[config.mk]
export PLATFORM = sky130hd
export DESIGN_NAME = ext_32
export DESIGN_NICKNAME = d
export VERILOG_FILES = /design/src/rtl/ext_32.sv
export SDC_FILE = /design/constraint.sdc
export NUM_CORES = 1
export LEC_CHECK = 0
export CAP_MARGIN = 15
export CORE_ASPECT_RATIO = 2
export CORE_MARGIN = 5
export CORE_UTILIZATION = 42
export DETAILED_ROUTE_END_ITERATION = 7
export GPL_TIMING_DRIVEN = 0
export PLACE_DENSITY = 0.82
export SYNTH_ARGS = -nofsm -noshare
export SYNTH_HDL_FRONTEND = slang
export SYNTH_SLANG_ARGS = --single-unit
[constraint.sdc]
create_clock -name clk -period 1.4 [get_ports clk]
set_input_delay 0.21 -clock clk [delete_from_list [all_inputs] [get_ports clk]]
set_output_delay 0.21 -clock clk [all_outputs]
set_load 0.02 [all_outputs]
[src/rtl/ext_32.sv]
// Registered immediate-extension stage: widens a decode-stage immediate to an
// ALU/branch operand (sign, zero, upper placement or branch word offset).
module ext_32 #(
    parameter int unsigned IN_W  = 16,
    parameter int unsigned OUT_W = 32
) (
    input  logic             clk,
    input  logic             rst,
    input  logic             in_valid,
    input  logic [1:0]       ext_op,
    input  logic [IN_W-1:0]  imm_16,
    output logic [OUT_W-1:0] Imm_32,
    output logic             out_valid
);

    localparam int unsigned FILL_W = OUT_W - IN_W;

    typedef enum logic [1:0] {
        OP_SIGN   = 2'b00,
        OP_ZERO   = 2'b01,
        OP_UPPER  = 2'b10,
        OP_BRANCH = 2'b11
    } ext_op_e;

    logic             sign_c;
    logic [OUT_W-1:0] sext_c;
    logic [OUT_W-1:0] zext_c;
    logic [OUT_W-1:0] upper_c;
    logic [OUT_W-1:0] branch_c;
    logic [OUT_W-1:0] ext_c;

    // Candidate results for every mode; the op selects one.
    always_comb begin
        sign_c   = imm_16[IN_W-1];
        sext_c   = {{FILL_W{sign_c}}, imm_16};
        zext_c   = {{FILL_W{1'b0}}, imm_16};
        upper_c  = {imm_16, {FILL_W{1'b0}}};
        // Branch offsets are word counts: scale to a byte offset, dropping the top bits.
        branch_c = sext_c << 2;
        ext_c    = sext_c;
        case (ext_op_e'(ext_op))
            OP_SIGN:   ext_c = sext_c;
            OP_ZERO:   ext_c = zext_c;
            OP_UPPER:  ext_c = upper_c;
            OP_BRANCH: ext_c = branch_c;
            default:   ext_c = sext_c;
        endcase
    end

    // Result only loads on valid cycles, so idle-cycle garbage on imm_16/ext_op never lands.
    always_ff @(posedge clk) begin
        if (rst) begin
            Imm_32    <= '0;
            out_valid <= 1'b0;
        end else begin
            out_valid <= in_valid;
            if (in_valid) begin
                Imm_32 <= ext_c;
            end
        end
    end

endmodule

* Word level (Yosys, flattened, before mapping)
Cells that the tools add are included. Widths: inputs -> output; s select.
Cells by class: equality and inequality tests 3, reductions and logical operators 1, multiplexer cells 1
Operators with widths (count):
- $pmux 32 s4 | 1
- $eq 2x2->1 const B | 2
- $eq 2x1->1 const B | 1
- $logic_not 2->1 | 1
Storage, ports and cells: bits of input ports 21, logic and storage cells 7, register bits 33, output and inout port bits 33

* Depth between registers and ports, before layout
depth in word-level cells 2, gate-level depth with buffers 5, depth with buffers taken out 3

* Least setup slack after synthesis
Ideal clock, no wire load.
path type in2reg, from in ext_op[1], to reg Imm_32[20], data required time 1266 ps, path buffers 2, library setup time 134 ps, stages 5, data arrival time 932 ps, path slack 334 ps, cell sequence buf_2 xnor2_1 a21boi_2 buf_4 a211oi_1
On the way: cells in the longest elaborated chain, start to end 2, elaborated cells on any way between the ends 5
Ends and longest elaborated chain:
- start: declaration | line 10 | input logic [1:0] ext_op,
- $eq 2x2->1 (tied with other cells) | line 41 | case (ext_op_e'(ext_op))
- $pmux 32 s4 * | line 41
- end signal: assignment | line 58 | Imm_32 <= ext_c;
- end: declaration | line 12 | output logic [OUT_W-1:0] Imm_32,
Every way passes the cells marked *; elsewhere a longest branch is shown, timed or not. A chain may end at the register's enable or synchronous reset.

==> flow_metrics.py <==
metrics = {
    "power_and_ir_drop": {
        "p_sw_frac": 0.2763,
        "pwr-share-comb": 0.201,
        "leakage_nw": 0.9102,
        "p_int_mw": 1.516,
        "seqPwrFrac": 0.490,
        "ir_drop_mv": 1.010,
        "p_clk_frac": 0.309,
        "p_per_area_nw_per_um2": 1039,
        "p_switching_uw": 579.1,
    },
    "critical_path": {
        "cp_max_fo": 10,
        "slowest_delay_ns": 0.59,
        "critPathRequiredTime_ns": 1.55,
        "endpoint_kind": "register",
        "crit_path_start": "rst",
        "reg2reg_from": "Imm_32[5]$_SDFFE_PP0P_",
        "crit_buf_inv": 2,
        "cp.depth": 5,
        "cpLargestDelayFamily": "buffers and inverters",
        "arrival_ns": 1.39,
        "critPathKind": "in -> reg",
        "crit_slowest_cell": "clkdlybuf4s50_1",
        "rr_worst_depth": 3,
        "rrSetupSlack_ns": 0.62,
        "crit_chain": "clkdlybuf4s50_1 -> and4b_2 -> buf_6 -> nand2_1 -> o21ai_0",
        "timing.critical_path.to": "Imm_32[5]$_SDFFE_PP0P_",
        "r2r_end": "Imm_32[5]$_SDFFE_PP0P_",
        "startpoint_type": "input port",
    },
    "timing": {
        "min_period_ns": 1.241,
        "final.setup.tns_ns": 0,
        "holdWs_ns": 0.3106,
        "slew-limit-headroom": 0.6711,
        "grt_setup_unrepaired": "false",
        "maxSlewViolCount": 0,
        "worst_slew_pin_slew_ns": 0.4934,
        "setup_violations": 0,
        "hold_violations": 0,
        "fmax_mhz": 805.9,
        "clock_skew_ns": 0,
        "timing.final.crit_share": 0.8863,
    },
    "clock_network": {
        "root_buffer": "clkbuf_8",
        "cts.sinks": 33,
        "cts_made_buffers": 5,
        "cts_buffer_depth": 2,
        "cts_max_level": 2,
        "clk_pin_slew_ns": 0.06,
        "cts_tree": "done",
        "hold_buffers": 0,
        "insertion_delay_ns": 0.28,
    },
    "finish": {
        "area_growth_pct": 48.57,
        "fin_nets": 247,
        "layout-drive-gt1-share": 0.09778,
        "final_util": 0.6389,
        "antenna_cells": 0,
    },
    "synth": {
        "synth_cell_types": 21,
        "synth.avg_cell_area_sq_um": 8.278,
        "yosys_warnings": 0,
        "synth_seq_cells": 33,
        "syn-instance-count": 164,
        "netlist_area_sq_um": 1358,
        "synth_nets": 185,
        "ys_seq_area_frac": 0.4866,
    },
    "floorplanning": {
        "dieArea_sq_um": 4538,
        "io_pins": 54,
        "fp.coreArea_sq_um": 3157,
        "start_util": 0.4300,
        "die_x_microns": 50.20,
        "die_h_microns": 90.40,
        "rows": 29,
    },
    "global_route": {
        "grt_pass1_vias": 1399,
        "grt_pass1_wl_mm": 6.458,
        "grt_overflow": 0,
        "grt_usage": 0.1814,
        "antenna_found_initial": 0,
        "grt_start_max_net_pins": 11,
    },
    "run": {
        "cap_violations": 0,
    },
    "worst_hold_path": {
        "hold_path_class": "in -> reg",
    },
    "drt": {
        "drt-total-wl_mm": 3.861,
        "firstDrtPassIters": 4,
        "vias": 1352,
        "drtAntennaViolNets": 0,
        "routedWlPerCell_microns": 15.08,
        "drc": 0,
        "drtIter0Drc": 22,
        "avgViaCountPerCell": 5.281,
    },
    "placement": {
        "place_congestion": 0.7695,
        "hpwl_mm": 2.884,
        "io_buffer_count": 52,
    },
    "outcome": {
        "status": "completed",
    },
}
## state kept, by name (all words and copies together) (netlist names)
name and count:
Imm_32 32, out_valid 1
## routing by layer
layer	vias to the layer above	global-route usage	routed length, microns
li1	677	-	-
met1	626	0.1921	1474
met2	38	0.3109	2094
met3	11	0.04628	179
met4	0	0.09847	112
met5	-	0	0
## cell families after synthesis
group	Yosys count	share of synthesized area
AND/OR/NAND/NOR	71	0.2452
buffers and inverters	12	0.05069
flip-flops	33	0.4866
AO/OA/AOI/OAI	47	0.2111
XOR/XNOR	1	0.006453
## cells in the final DEF (no fill, tap or decap), drive strengths merged
master	netlist	layout
and2b	1	1
clkbuf	4	10
a21oi	16	16
dfxtp	33	33
dlymetal6s2s	0	3
and4b	1	1
nor2b	17	17
nand3	3	3
nand2	28	28
o21ai	13	13
a21boi	1	1
a211oi	14	14
xnor2	1	1
nand2b	3	3
buf	8	10
clkdlybuf4s50	0	17
dlygate4sd2	0	32
a21o	1	1
a311oi	2	2
clkinv	0	1
nor2	18	18
## how the worst min path moves through the flow
stage / startpoint / to / depth (start not counted)
2_1_floorplan: rst / out_valid$_SDFF_PP0_ / 1
3_3_place_gp: Imm_32[31]$_SDFFE_PP0P_ / Imm_32[31]$_SDFFE_PP0P_ / 2
3_5_place_dp: Imm_32[18]$_SDFFE_PP0P_ / Imm_32[18]$_SDFFE_PP0P_ / 2
4_1_cts: ext_op[1] / Imm_32[16]$_SDFFE_PP0P_ / 3
5_1_grt: ext_op[1] / Imm_32[16]$_SDFFE_PP0P_ / 3
6_report: ext_op[1] / Imm_32[16]$_SDFFE_PP0P_ / 3
## cell type report
type                            instances  area (sq um)
Fill cell                             278          1140
Multi-Input combinational cell        119         635.6
Timing Repair Buffer                   55         510.5
Buffer                                 12         97.59
Clock buffer                            5         68.82
Tap cell                               31         38.79
Sequential cell                        33         660.6
Clock inverter                          1         5.005
## power by group through the flow
stage | registers, mW | clock network [mW] | logic (mW)
6_report | 1.03 | 0.647 | 0.421
5_1_grt | 1.04 | 0.696 | 0.455
4_1_cts | 1.03 | 0.659 | 0.408
3_5_place_dp | 1.05 | 0 | 0.444
3_3_place_gp | 1.05 | 0 | 0.441
2_1_floorplan | 1.12 | 0 | 0.143
## worst min-delay path: stages
cell      delay (ns)
buf_2           0.16
nand3_1         0.09
a311oi_1        0.08
## timing repair
action | CTS | global route
setup buffers | 0 | 3
gates resized for setup | 35 | 11
hold endpoints to repair | 0 | 0
pin swaps | 0 | 1
endpoints found under the setup margin | 53 | 27
## metrics by stage
stage	cells	area, sq um	power (mW)	worst slack, ns
3_5_place_dp	247	1917	1.495	-0.3615
3_3_place_gp	247	1917	1.489	-0.3396
5_1_grt	256	2017	2.188	0.1093
4_1_cts	253	1962	2.096	0.005705
2_1_floorplan	164	1358	1.264	0.3344
6_report	256	2017	2.096	0.1592
## cell usage after synthesis (all sizes together)
cell type	number	area, sq um
dfxtp	33	660.6
nand2	28	105.1
nor2	18	67.56
nor2b	17	108.9
a21oi	16	80.08
a211oi	14	105.1
o21ai	13	65.06
buf	8	52.55
clkbuf	4	16.26
nand2b	3	18.77
nand3	3	15.01
a311oi	2	17.52
a21boi	1	11.26
a21o	1	7.510
and2b	1	7.510
and4b	1	10.01
xnor2	1	8.760
Note: power is estimated with default switching activity, not from simulation.
